<file path="src/rtl/spi_sort_pkg.sv">
// Shared opcodes, FSM states and status-frame bit positions for the SPI sort bridge.
// Constants only: no logic, so no latency and no flow control.
package spi_sort_pkg;

  localparam logic [7:0] OP_WRITE  = 8'h01;
  localparam logic [7:0] OP_READ   = 8'h02;
  localparam logic [7:0] OP_STATUS = 8'h03;
  localparam logic [7:0] OP_CLEAR  = 8'h04;

  typedef enum logic [2:0] {
    IDLE, CMD, WR_COLLECT, RD_STREAM, STAT, CLR_WAIT, DISCARD
  } state_e;

  localparam int STAT_OVF_BIT   = 7;
  localparam int STAT_UDF_BIT   = 6;
  localparam int STAT_FULL_BIT  = 5;
  localparam int STAT_EMPTY_BIT = 4;

endpackage

</file>
<file path="src/rtl/fast_serial_sort.sv">
// Insertion-sorted buffer, smallest word always on sorted_data; enable+write inserts, enable alone pops.
// One-cycle update; no backpressure (caller must not insert when full or pop when empty).
module fast_serial_sort #(
  parameter int DATA_WIDTH = 16,
  parameter int SIZE       = 10
) (
  input  logic                  clk,
  input  logic                  reset,
  input  logic                  enable,
  input  logic                  write,
  input  logic [DATA_WIDTH-1:0] data_in,
  output logic [DATA_WIDTH-1:0] sorted_data
);

  logic [DATA_WIDTH-1:0] mem_q [SIZE];
  logic [DATA_WIDTH-1:0] mem_d [SIZE];
  logic [SIZE-1:0]       vld_q, vld_d, gt;

  always_comb begin
    mem_d = mem_q;
    vld_d = vld_q;
    for (int i = 0; i < SIZE; i++) gt[i] = !vld_q[i] || (mem_q[i] > data_in);
    if (enable && write) begin
      if (gt[0]) begin
        mem_d[0] = data_in;
        vld_d[0] = 1'b1;
      end
      for (int i = 1; i < SIZE; i++) begin
        if (gt[i] && !gt[i-1]) begin
          mem_d[i] = data_in;
          vld_d[i] = 1'b1;
        end else if (gt[i]) begin
          mem_d[i] = mem_q[i-1];
          vld_d[i] = vld_q[i-1];
        end
      end
    end else if (enable) begin
      for (int i = 0; i < SIZE - 1; i++) begin
        mem_d[i] = mem_q[i+1];
        vld_d[i] = vld_q[i+1];
      end
      mem_d[SIZE-1] = '0;
      vld_d[SIZE-1] = 1'b0;
    end
  end

  always_ff @(posedge clk or posedge reset) begin
    if (reset) begin
      for (int i = 0; i < SIZE; i++) mem_q[i] <= '0;
      vld_q <= '0;
    end else begin
      mem_q <= mem_d;
      vld_q <= vld_d;
    end
  end

  assign sorted_data = vld_q[0] ? mem_q[0] : '0;

endmodule

</file>
<file path="src/rtl/spi_slave_interface.sv">
// SPI mode-0 slave oversampled in clk; one frame per cs-low window segment, MSB first.
// Frame flag rises ~3 clk after the last sck edge and holds until cleared; no backpressure.
module spi_slave_interface #(
  parameter int FRAME_WIDTH = 8
) (
  input  logic                   clk,
  input  logic                   reset,
  input  logic                   sck,
  input  logic                   mosi,
  input  logic                   cs,
  input  logic [FRAME_WIDTH-1:0] data_to_send,
  input  logic                   clear_new_data_flag,
  output logic                   miso,
  output logic [FRAME_WIDTH-1:0] data_received,
  output logic                   synced_new_data_flag
);

  localparam int BCW = (FRAME_WIDTH > 1) ? $clog2(FRAME_WIDTH) : 1;
  localparam logic [BCW-1:0] LAST_BIT = BCW'(FRAME_WIDTH - 1);

  logic [2:0]             sck_q;
  logic [1:0]             mosi_q;
  logic [1:0]             cs_q;
  logic [BCW-1:0]         bit_cnt_q;
  logic [FRAME_WIDTH-1:0] rx_shift_q, rx_data_q, tx_shift_q;
  logic                   flag_q;
  logic                   sck_rise, sck_fall;
  logic [FRAME_WIDTH-1:0] rx_next;

  assign sck_rise = sck_q[1] & ~sck_q[2];
  assign sck_fall = ~sck_q[1] & sck_q[2];
  assign rx_next  = FRAME_WIDTH'({rx_shift_q, mosi_q[1]});

  always_ff @(posedge clk or posedge reset) begin
    if (reset) begin
      sck_q      <= '0;
      mosi_q     <= '0;
      cs_q       <= '1;
      bit_cnt_q  <= '0;
      rx_shift_q <= '0;
      rx_data_q  <= '0;
      tx_shift_q <= '0;
      flag_q     <= 1'b0;
    end else begin
      sck_q  <= {sck_q[1:0], sck};
      mosi_q <= {mosi_q[0], mosi};
      cs_q   <= {cs_q[0], cs};
      if (clear_new_data_flag) flag_q <= 1'b0;
      if (cs_q[1]) begin
        bit_cnt_q <= '0;
      end else if (sck_rise) begin
        rx_shift_q <= rx_next;
        if (bit_cnt_q == LAST_BIT) begin
          bit_cnt_q <= '0;
          rx_data_q <= rx_next;
          flag_q    <= 1'b1;
        end else begin
          bit_cnt_q <= bit_cnt_q + 1'b1;
        end
      end
      // Between frames the shifter tracks data_to_send so a late-updated reply still goes out.
      if (bit_cnt_q == '0) tx_shift_q <= data_to_send;
      else if (sck_fall)   tx_shift_q <= tx_shift_q << 1;
    end
  end

  assign miso                 = tx_shift_q[FRAME_WIDTH-1];
  assign data_received        = rx_data_q;
  assign synced_new_data_flag = flag_q;

endmodule

</file>
<file path="src/rtl/spi_sort_bridge.sv">
// Opcode-driven SPI front end for the sorter: multi-frame words, read stream, status, clear.
// Sorter enable one clk after the completing frame; SPI has no backpressure, so full/empty set sticky flags.
module spi_sort_bridge
  import spi_sort_pkg::*;
#(
  parameter int FRAME_WIDTH = 8,
  parameter int DATA_WIDTH  = 16,
  parameter int SIZE        = 10
) (
  input  logic       clk,
  input  logic       reset,
  input  logic       sck,
  input  logic       mosi,
  input  logic       cs,
  output logic       miso,
  output logic [7:0] word_count,
  output logic       overflow,
  output logic       underflow
);

  localparam int BPW = DATA_WIDTH / FRAME_WIDTH;
  localparam int BIW = (BPW > 1) ? $clog2(BPW) : 1;
  localparam logic [BIW-1:0] LAST_IDX = BIW'(BPW - 1);
  localparam logic [7:0]     SIZE_C   = 8'(SIZE);

  state_e                 state_q, state_d;
  logic [BIW-1:0]         byte_idx_q, byte_idx_d;
  logic [DATA_WIDTH-1:0]  word_q, word_d, tx_word_q, tx_word_d, byte_shift;
  logic [FRAME_WIDTH-1:0] tx_frame_q, tx_frame_d, rx_data, status_frame;
  logic [7:0]             count_q, count_d;
  logic [1:0]             stat_idx_q, stat_idx_d;
  logic                   ovf_q, ovf_d, udf_q, udf_d;
  logic                   en_q, en_d, wr_q, wr_d, clr_q, clr_d;
  logic                   cs_meta_q, cs_s_q, cs_prev_q, flag_q;
  logic                   new_flag, frame_pulse, cs_fall, cs_rise, do_fetch;
  logic [DATA_WIDTH-1:0]  sorted_data;

  spi_slave_interface #(.FRAME_WIDTH(FRAME_WIDTH)) u_spi (
    .clk                 (clk),
    .reset               (reset),
    .sck                 (sck),
    .mosi                (mosi),
    .cs                  (cs),
    .data_to_send        (tx_frame_q),
    .clear_new_data_flag (flag_q),
    .miso                (miso),
    .data_received       (rx_data),
    .synced_new_data_flag(new_flag)
  );

  // CLEAR resets the sorter contents through a one-clk registered pulse.
  fast_serial_sort #(.DATA_WIDTH(DATA_WIDTH), .SIZE(SIZE)) u_sort (
    .clk        (clk),
    .reset      (reset | clr_q),
    .enable     (en_q),
    .write      (wr_q),
    .data_in    (word_q),
    .sorted_data(sorted_data)
  );

  assign frame_pulse = new_flag & ~flag_q;
  assign cs_fall     = cs_prev_q & ~cs_s_q;
  assign cs_rise     = ~cs_prev_q & cs_s_q;
  assign byte_shift  = tx_word_q << ((int'(byte_idx_q) + 1) * FRAME_WIDTH);

  always_comb begin
    status_frame                 = '0;
    status_frame[STAT_OVF_BIT]   = ovf_q;
    status_frame[STAT_UDF_BIT]   = udf_q;
    status_frame[STAT_FULL_BIT]  = (count_q == SIZE_C);
    status_frame[STAT_EMPTY_BIT] = (count_q == 8'd0);
  end

  always_comb begin
    state_d    = state_q;
    byte_idx_d = byte_idx_q;
    word_d     = word_q;
    tx_word_d  = tx_word_q;
    tx_frame_d = tx_frame_q;
    count_d    = count_q;
    stat_idx_d = stat_idx_q;
    ovf_d      = ovf_q;
    udf_d      = udf_q;
    en_d       = 1'b0;
    wr_d       = 1'b0;
    clr_d      = 1'b0;
    do_fetch   = 1'b0;
    if (cs_rise) begin
      state_d    = IDLE;
      byte_idx_d = '0;
      tx_frame_d = '0;
      stat_idx_d = '0;
      if (state_q == CLR_WAIT) begin
        clr_d   = 1'b1;
        count_d = 8'd0;
        ovf_d   = 1'b0;
        udf_d   = 1'b0;
      end
    end else if (cs_fall) begin
      state_d    = CMD;
      byte_idx_d = '0;
      tx_frame_d = '0;
    end else if (frame_pulse) begin
      case (state_q)
        CMD: begin
          tx_frame_d = '0;
          case (rx_data[7:0])
            OP_WRITE:  state_d = WR_COLLECT;
            OP_READ: begin
              state_d  = RD_STREAM;
              do_fetch = 1'b1;
            end
            OP_STATUS: begin
              state_d    = STAT;
              stat_idx_d = '0;
              tx_frame_d = status_frame;
            end
            OP_CLEAR:  state_d = CLR_WAIT;
            default:   state_d = DISCARD;
          endcase
        end
        WR_COLLECT: begin
          word_d = (word_q << FRAME_WIDTH) | DATA_WIDTH'(rx_data);
          if (byte_idx_q == LAST_IDX) begin
            byte_idx_d = '0;
            if (count_q < SIZE_C) begin
              en_d    = 1'b1;
              wr_d    = 1'b1;
              count_d = count_q + 8'd1;
            end else begin
              ovf_d = 1'b1;
            end
          end else begin
            byte_idx_d = byte_idx_q + 1'b1;
          end
        end
        RD_STREAM: begin
          if (byte_idx_q == LAST_IDX) begin
            byte_idx_d = '0;
            do_fetch   = 1'b1;
          end else begin
            byte_idx_d = byte_idx_q + 1'b1;
            tx_frame_d = byte_shift[DATA_WIDTH-1 -: FRAME_WIDTH];
          end
        end
        STAT: begin
          tx_frame_d = '0;
          if (stat_idx_q == 2'd0) begin
            tx_frame_d = FRAME_WIDTH'(count_q);
            stat_idx_d = 2'd1;
          end else if (stat_idx_q == 2'd1) begin
            ovf_d      = 1'b0;
            udf_d      = 1'b0;
            stat_idx_d = 2'd2;
          end
        end
        default: ;
      endcase
    end
    if (do_fetch) begin
      if (count_q != 8'd0) begin
        tx_word_d = sorted_data;
        en_d      = 1'b1;
        count_d   = count_q - 8'd1;
      end else begin
        tx_word_d = '0;
        udf_d     = 1'b1;
      end
      tx_frame_d = tx_word_d[DATA_WIDTH-1 -: FRAME_WIDTH];
    end
  end

  always_ff @(posedge clk or posedge reset) begin
    if (reset) begin
      state_q    <= IDLE;
      byte_idx_q <= '0;
      word_q     <= '0;
      tx_word_q  <= '0;
      tx_frame_q <= '0;
      count_q    <= 8'd0;
      stat_idx_q <= '0;
      ovf_q      <= 1'b0;
      udf_q      <= 1'b0;
      en_q       <= 1'b0;
      wr_q       <= 1'b0;
      clr_q      <= 1'b0;
      cs_meta_q  <= 1'b1;
      cs_s_q     <= 1'b1;
      cs_prev_q  <= 1'b1;
      flag_q     <= 1'b0;
    end else begin
      state_q    <= state_d;
      byte_idx_q <= byte_idx_d;
      word_q     <= word_d;
      tx_word_q  <= tx_word_d;
      tx_frame_q <= tx_frame_d;
      count_q    <= count_d;
      stat_idx_q <= stat_idx_d;
      ovf_q      <= ovf_d;
      udf_q      <= udf_d;
      en_q       <= en_d;
      wr_q       <= wr_d;
      clr_q      <= clr_d;
      cs_meta_q  <= cs;
      cs_s_q     <= cs_meta_q;
      cs_prev_q  <= cs_s_q;
      flag_q     <= new_flag;
    end
  end

  assign word_count = count_q;
  assign overflow   = ovf_q;
  assign underflow  = udf_q;

endmodule

</file>
<file path="config.mk">
export PLATFORM = sky130hd
export DESIGN_NAME = spi_sort_bridge
export DESIGN_NICKNAME = d
export VERILOG_FILES = /design/src/rtl/spi_sort_pkg.sv /design/src/rtl/fast_serial_sort.sv /design/src/rtl/spi_slave_interface.sv /design/src/rtl/spi_sort_bridge.sv
export SDC_FILE = /design/constraint.sdc
export NUM_CORES = 1
export LEC_CHECK = 0
export CAP_MARGIN = 20
export CORE_MARGIN = 3
export CORE_UTILIZATION = 35
export DETAILED_ROUTE_END_ITERATION = 16
export SLEW_MARGIN = 20
export SYNTH_ARGS = -nofsm -noshare
export SYNTH_HDL_FRONTEND = slang
export SYNTH_HIERARCHICAL = 1
export SYNTH_SLANG_ARGS = --single-unit
</file>
<file path="constraint.sdc">
create_clock -name clk -period 5.5 [get_ports clk]
set_input_delay 0.825 -clock clk [delete_from_list [all_inputs] [get_ports clk]]
set_output_delay 0.825 -clock clk [all_outputs]
set_load 0.01 [all_outputs]
</file>
# Word-level counts from Yosys, hierarchy flattened
# Index checks and enable logic that the tools add are counted.
op_classes:
  addsub: 5
  multipliers: 0
  div: 0
  order_cmp: 11
  n_eq_ne: 31
  shift: 1
  muxes: 121
  n_bitwise: 15
  n_reduce_logical: 73
op_table:
  columns: ["operator", "n"]
  rows:
  - ["$mux W16", 21]
  - ["$mux W160", 2]
  - ["$gt A16 B16 Y1", 10]
  - ["$mux W8", 18]
  - ["$mux W1", 60]
  - ["$ne A3 B2 Y1 const B", 9]
  - ["$reduce_and A2 Y1", 13]
  - ["$pmux W8 S3", 1]
  - ["$mux W3", 7]
  - ["$mux W10", 2]
  - ["$logic_not A1 Y1", 19]
  - ["$eq A8 B2 Y1 const B", 2]
  - ["$or A16 B8 Y16", 1]
  - ["$shl A16 B5 Y16", 1]
  - ["$ne A3 B3 Y1 const B", 5]
  - ["$reduce_bool A3 Y1", 5]
  - ["$mux W2", 6]
  - ["$pmux W3 S4", 1]
  - ["$logic_and A1 B1 Y1", 10]
  - ["$logic_or A1 B1 Y1", 10]
  - ["$eq A3 B3 Y1 const B", 3]
  - ["$add A8 B1 Y8 const B", 1]
  - ["$eq A8 B1 Y1 const B", 1]
  - ["$eq A8 B3 Y1 const B", 1]
  - ["29 further kinds", 48]
word_totals:
  register_bits: 267
  latchBits: 0
  ram_bits: 0
  romBits: 0
  input_bits: 5
  out_inout_bits: 11
  wordCells: 301
  mem_count: 0

# Logic depth before layout (Yosys ltp)
logic_depth:
  ltp_word: 9
  ltp_mapped: 12
  ltp_nobuf: 9

# Modules after synthesis
# Netlist, hierarchy kept.
modules_own_cells:
  columns: ["module", "instances", "cells_each", "area_per_inst_um2", "seq_area_each_um2"]
  rows:
  - ["fast_serial_sort", 1, 1385, 12869.8, 4254.1]
  - ["spi_sort_bridge", 1, 271, 2821.5, 1380.1]
  - ["spi_slave_interface", 1, 99, 1352.5, 853.3]

# Least setup slack after synthesis
# Ideal clock, no wire load.
synth_timing:
  kind: "register -> register"
  startpoint: "register word_q[9]"
  endpoint: "register u_sort/mem_q[51] (netlist bit)"
  setup_time_ps: 124
  arrival_ps: 2810
  required_ps: 5376
  path_slack_ps: 2566
  path_stages_with_launch: 12
  path_buffers: 2
  synth_period_minus_slack_ps: 2934
  path_cell_list: "dfrtp_1 -> clkbuf_1 -> inv_1 -> ha_1 -> a21o_1 -> nand3_1 -> a21oi_1 -> or4_4 -> o21ai_4 -> buf_4 -> mux2_1 -> o31a_1"
synth_via:
  elab_chain_cells: 6
  elab_cells_between_ends: 10
  cone_classes: "2 x order compare; 1 x eq/ne; 2 x mux; 5 x reduce/logical"
synth_lines:
  columns: ["item", "line", "source"]
  rows:
  - ["start: declaration", "spi_sort_bridge.sv:28", "logic [DATA_WIDTH-1:0] word_q, word_d, tx_word_q, tx_word_d, byte_shift;"]
  - ["start signal: assignment", "spi_sort_bridge.sv:194", "word_q <= word_d;"]
  - ["$gt A16 B16 Y1", "fast_serial_sort.sv:22", "for (int i = 0; i < SIZE; i++) gt[i] = !vld_q[i] || (mem_q[i] > data_in);"]
  - ["$logic_or A1 B1 Y1", "fast_serial_sort.sv:22", null]
  - ["$logic_not A1 Y1", "fast_serial_sort.sv:29", "if (gt[i] && !gt[i-1]) begin"]
  - ["$logic_and A1 B1 Y1", "fast_serial_sort.sv:29", null]
  - ["$ne A3 B2 Y1 (no line) or $mux W16 (tied branches)", null, null]
  - ["$reduce_and A2 Y1 (no line) or $mux W160 (tied branches)", null, null]
  - ["end signal: assignment", "fast_serial_sort.sv:52", "mem_q <= mem_d;"]
  - ["end: declaration", "fast_serial_sort.sv:15", "logic [DATA_WIDTH-1:0] mem_q [SIZE];"]
# Several ways; a longest one is shown, not always the timed one.
# A chain may end at the register's enable or synchronous reset.

# Worst setup path after layout
layout_timing:
  startpoint: "register word_q[1]"
  endpoint: "register u_sort/mem_q[43] (netlist bit)"
# The elaborated chain is that of the path after synthesis.

==> impl_results.md <==
- Core box area: 47950 sq um
- Ant diodes: 0
- Maximum operating frequency: 232.6 MHz
- Final non-filler cell total: 2361
- Synthesized Nets: 1928
- Root Buffer: clkbuf_16
- Vias in the first global route: 14460
- DRT iter0 DRCs: 1346
- Overflow after GRT: 0
- Buffers added on ports: 15
- Unrepaired setup endpoints after global routing: no
- Die width: 226.7 um
- Seq/Total Area, Yosys: 38.06%
- Hold-fix buffers, CTS: 0
- Crit. End Element: flop
- Number of synthesized flops with an enable pin: 0
- Number of top-level pins: 16
- Die area: 51380 sq um
- Post-Syn Area: 17040 sq um
- Crit path DAT: 4780 ps
- PwrDens: 219.5 nW/um^2
- Crit-path most repeated cell: o21ai_0
- Flops & latches, synth: 259
- First-pass GRT wire length: 84.44 mm
- Slowest CP cell: o211ai_1
- Critical Path RT: 5980 ps
- GP Congestion: 0.9212
- Mean Syn Cell Area: 9.712 sq um
- Outcome: complete, no violations
- Clk buf depth: 3
- Worst skew pair latency: 570 ps
- Drt total wl: 53.34 mm
- Initial Util: 35.55%
- Final Hold Viols: 0
- Post-route DRC violation count: 0
- Hpwl dp: 37.98 mm
- Actual slew at the worst max-slew pin: 1093 ps
- Wire length per cell: 22.59 um
- Fin crit share: 78.16%
- Worst-path maximum fanout: 17
- Final setup vio count: 0
- Die height: 226.7 um
- # Post-CTS Setup Buffers: 0
- Worst path cell trace: inv_1 -> ha_1 -> nand2b_1 -> a21oi_1 -> o21ai_0 -> o211ai_2 -> o211ai_1 -> buf_4 -> a22oi_1 -> o21ai_0
- Distinct cell type count after synthesis: 97
- Setup TNS: 0 ps
- Clk slew on worst S/H paths: 60 ps
- Crit path largest cell delay: 900 ps
- DRT antenna net count: 0
- TritonCTS Buffers: 30
- Ys async rst share: 100.0%
- Pins over their slew limit: 0
- Critical path launch point type: flop
- Drt first pass iters: 5
- # rows: 80
- Final Util: 39.01%
- Peak VDD IR: 223.3 uV
- Layout cells sized above 1: 9.622%
- Critical path class: flop to flop
- CTS Sinks: 259
- Post-CTS Resized: 0
- Layout area overhead: 9.727%
- Initial antenna violation count: 1
- Gate Count Post-Synth: 1755
- Via-to-Cell Ratio: 6.069
- Dpl cells: 2305
- Post-synth top flop: dfrtp_1
- Maxcap violations: 0
- Leak pwr: 8.041 nW
- Clock Skew: 12.44 ps
- Layout Nets: 1895
- CTS tree: done
- Vias: 14330
- Hold WC Path Type: flop to flop
- GRT Overall Usage: 20.73%
- Largest net degree at the start of global routing: 111
- Relative slew slack: 26.94%
- Final min period: 4299 ps
- CTS H-Tree Depth: 1
- Synth warn: 6
registers in the layout, indices dropped and copies added (netlist names), 7 cells and up:
name,cells
u_sort/mem_q,160
tx_word_q,8
word_q,16
u_spi/data_received,8
u_spi/rx_shift_q,7
tx_frame_q,8
u_sort/vld_q,10
word_count,8
u_spi/tx_shift_q,8
final timing paths:
kind,startpoint,slack (ps),cells past startpoint,endpoint
setup / recovery,word_q[1]$_DFFE_PP0P_,1200,10,u_sort/mem_q[43]$_DFFE_PP0P_
hold / removal,u_spi/mosi_q[0]$_DFF_PP0_,350,0,u_spi/mosi_q[1]$_DFF_PP0_
setup reg to reg,word_q[1]$_DFFE_PP0P_,1200,10,u_sort/mem_q[43]$_DFFE_PP0P_
hold reg to reg,u_spi/mosi_q[0]$_DFF_PP0_,350,0,u_spi/mosi_q[1]$_DFF_PP0_
max in group asynchronous,reset,3640,4,u_sort/mem_q[1]$_DFFE_PP0P_
min in group asynchronous,reset,730,3,u_spi/tx_shift_q[5]$_DFFE_PP0P_
synth_stat cells, types with 23 or more instances:
| cell type | count | area share, % |
|---|---|---|
| ha_1 | 168 | 12 |
| mux2_2 | 36 | 2.4 |
| a21oi_1 | 126 | 3.7 |
| nor3_1 | 43 | 1.3 |
| o22ai_1 | 34 | 1.2 |
| o211ai_1 | 29 | 1.3 |
| mux2i_1 | 81 | 4.8 |
| clkbuf_1 | 65 | 1.4 |
| a211oi_1 | 23 | 1.0 |
| nand2_1 | 93 | 2.0 |
| buf_2 | 25 | 0.73 |
| nand4_1 | 28 | 1.0 |
| nand3_1 | 52 | 1.5 |
| o21ai_0 | 68 | 2.0 |
| nor4_1 | 23 | 0.84 |
| a22oi_1 | 50 | 2.2 |
| inv_1 | 76 | 1.7 |
| nor2b_1 | 29 | 1.1 |
| nor2_1 | 111 | 2.4 |
| dfrtp_1 | 254 | 37 |
cell usage in the layout, fill, tap and decap left out, types with 36 or more instances in the layout:
cell type and n:
dfrtp_1 252, ha_1 168, a21oi_1 126, nor2_1 109, nand2_1 91, mux2i_1 81
inv_1 74, o21ai_0 68, nand3_1 52, a22oi_1 50, nor3_1 43, mux2_2 36
routing by layer:
layer,vias up,GRT usage [%],part of all wire [%]
met5,-,0,0.021
met4,2,8.556,4.3
met3,121,3.211,5.9
met2,516,33.61,46
met1,7071,27.66,43
li1,6619,-,-
critical path: cells and delay by family, from the launching register on:
kind | cells | cell delay [ps]
DFF | 1 | 780
adders and majority gates | 1 | 450
AOI/OAI and AO/OA | 6 | 2020
buffers and inverters | 2 | 870
and+or+nand+nor | 1 | 80
power by group:
group | internal [mW] | switching, mW
clock network | 1.18 | 0.853
logic | 0.0402 | 0.0711
registers | 1.94 | 0.0251
cell families (layout without fill, tap and decap cells):
kind of cell	count (synthesis)	count (layout)	share of synthesized area [%]
AND/OR/NAND/NOR	464	464	14.05
XOR/XNOR	3	3	0.1542
AO/OA/AOI/OAI	548	548	22.85
adder cells (fa/ha/maj)	168	168	12.33
buffers and inverters	186	177	4.750
flip-flops	259	259	38.06
multiplexers	127	127	7.796
final cells by class:
cell class / count / area (sq um)
inverter: 77 / 292.8
multi-input combinational: 1310 / 9777
clock buffer: 46 / 902.1
fill: 4688 / 29240
tap: 615 / 769.5
sequential: 259 / 6490
clock inverter: 10 / 90.09
timing repair buffer: 44 / 380.4
per-stage QoR:
stage | setup slack, ps | hold WS, ps | power, mW | cell area (sq um)
after floorplan | 2178 | 331.2 | 2.075 | 17050
after global placement | 1315 | 335.8 | 2.110 | 17700
after detailed placement | 1285 | 336.3 | 2.114 | 17700
after CTS | 1265 | 350.1 | 4.159 | 18700
after global routing | 1092 | 356.9 | 4.247 | 18700
final | 1201 | 347.5 | 4.105 | 18700
(Power assumes the default switching activity.)
==> RTL edit: new RTL, same flow settings <==
Re-encode `state_e` (7 states) as one-hot, 7 bits wide.
--- a/src/rtl/spi_sort_pkg.sv
+++ b/src/rtl/spi_sort_pkg.sv
@@ -7,8 +7,8 @@
   localparam logic [7:0] OP_STATUS = 8'h03;
   localparam logic [7:0] OP_CLEAR  = 8'h04;
 
-  typedef enum logic [2:0] {
-    IDLE, CMD, WR_COLLECT, RD_STREAM, STAT, CLR_WAIT, DISCARD
+  typedef enum logic [6:0] {
+    IDLE = 7'b0000001, CMD = 7'b0000010, WR_COLLECT = 7'b0000100, RD_STREAM = 7'b0001000, STAT = 7'b0010000, CLR_WAIT = 7'b0100000, DISCARD = 7'b1000000
   } state_e;
 
   localparam int STAT_OVF_BIT   = 7;
Formal check against the unedited RTL: no difference found for any inputs over 4 cycles, from zero or initial values and one cycle with reset high; so few cycles prove little.
==> RTL edit against the unedited design <==
Sequential share of layout area is 0.21 points lower. Power is 11% higher. Critical path depth is 1 lower. Die area is 0.96% higher. Critical path type unchanged. Routed wire length is 0.36% lower. Core utilization is 0.68 points higher. Highest routed layer unchanged. Setup slack better by 330 ps. First-iteration DRC count is 0.37% higher. Largest cell class unchanged. Hold slack worse by 1.3 ps. Area after synthesis is 0.99% higher. Sequential cell count is 4 higher. Final area is 2.2% higher.
==> RTL edit: results (changes against the unedited design) <==
| Metric | Value |
|---|---|
| Yosys cell types | `90 (-7.2%)` |
| Fin Clk Skew | `20.4 ps (+7.94 ps)` |
| Cells on worst reg2reg path | `9 (-1)` |
| Max_slew headroom | `23.6% (-3.3 points)` |
| Met1 GRT Util | `29.0% (+1.3 points)` |
| Largest net degree at the start of global routing | `171 (+54%)` |
| Delay-heaviest family, CP | `simple AND/OR/NAND/NOR gates` |
| Routed length on met3 | `4.01 mm (+27%)` |
| Seq. pwr | `2.03 mW (+4%)` |
| CP peak stage delay | `660 ps (-240 ps)` |
| Post-Route Utilization | `39.7% (+0.68 points)` |
| Status | `finished, final reports clean` |
| Vias per inst | `6.00 (-1.1%)` |
| Syn Area/Cell | `9.69 um^2 (-0.26%)` |
| Routability cong. | `0.883 (-4.2%)` |
| Die area | `51900 um^2 (+0.96%)` |
| Final std cells w/o fill | `2430 (+2.9%)` |
| WL met2 | `23.4 mm (-5.2%)` |
| #FFs+latches synth | `263 (+1.5%)` |
| First-pass GRT wire length | `84.7 mm (+0.30%)` |
| Slowest library cell on the worst path | `dfrtp_1` |
| Synth top cells by count | `dfrtp_1 (257), ha_1 (168), a21oi_1 (126), nor2_1 (112), nand2_1 (103)` |
| Combinational share of power | `3.4% (+0.7 points)` |
| Vias in the first global route | `14700 (+1.4%)` |
| Post-synthesis mux area share | `7.79% (about the same)` |
| Gr usage total | `20.1% (-0.62 points)` |
| NumNets Final | `1921 (+1.4%)` |
[RTL edit: changes by cell type after synthesis, moves of 4 or more]
cell / delta
nand4_1: +4
nand3_1: -9
buf_2: -4
and3_1: +4
a221o_1: -5
a22o_1: +8
o21ai_0: +17
nand2_1: +10
a2bb2oi_1: +4
[RTL edit: path summary, 6_finish.rpt]
check                                         start                       endpoint  slack, ps
max                           word_q[7]$_DFFE_PP0P_   u_sort/mem_q[47]$_DFFE_PP0P_       1530
min                        u_spi/sck_q[0]$_DFF_PP0_       u_spi/sck_q[1]$_DFF_PP0_        350
max reg2reg                   word_q[7]$_DFFE_PP0P_   u_sort/mem_q[47]$_DFFE_PP0P_       1530
min reg2reg                u_spi/sck_q[0]$_DFF_PP0_       u_spi/sck_q[1]$_DFF_PP0_        350
max in group asynchronous                     reset  u_sort/mem_q[105]$_DFFE_PP0P_       3430
min in group asynchronous                     reset                clr_q$_DFF_PP0_        760
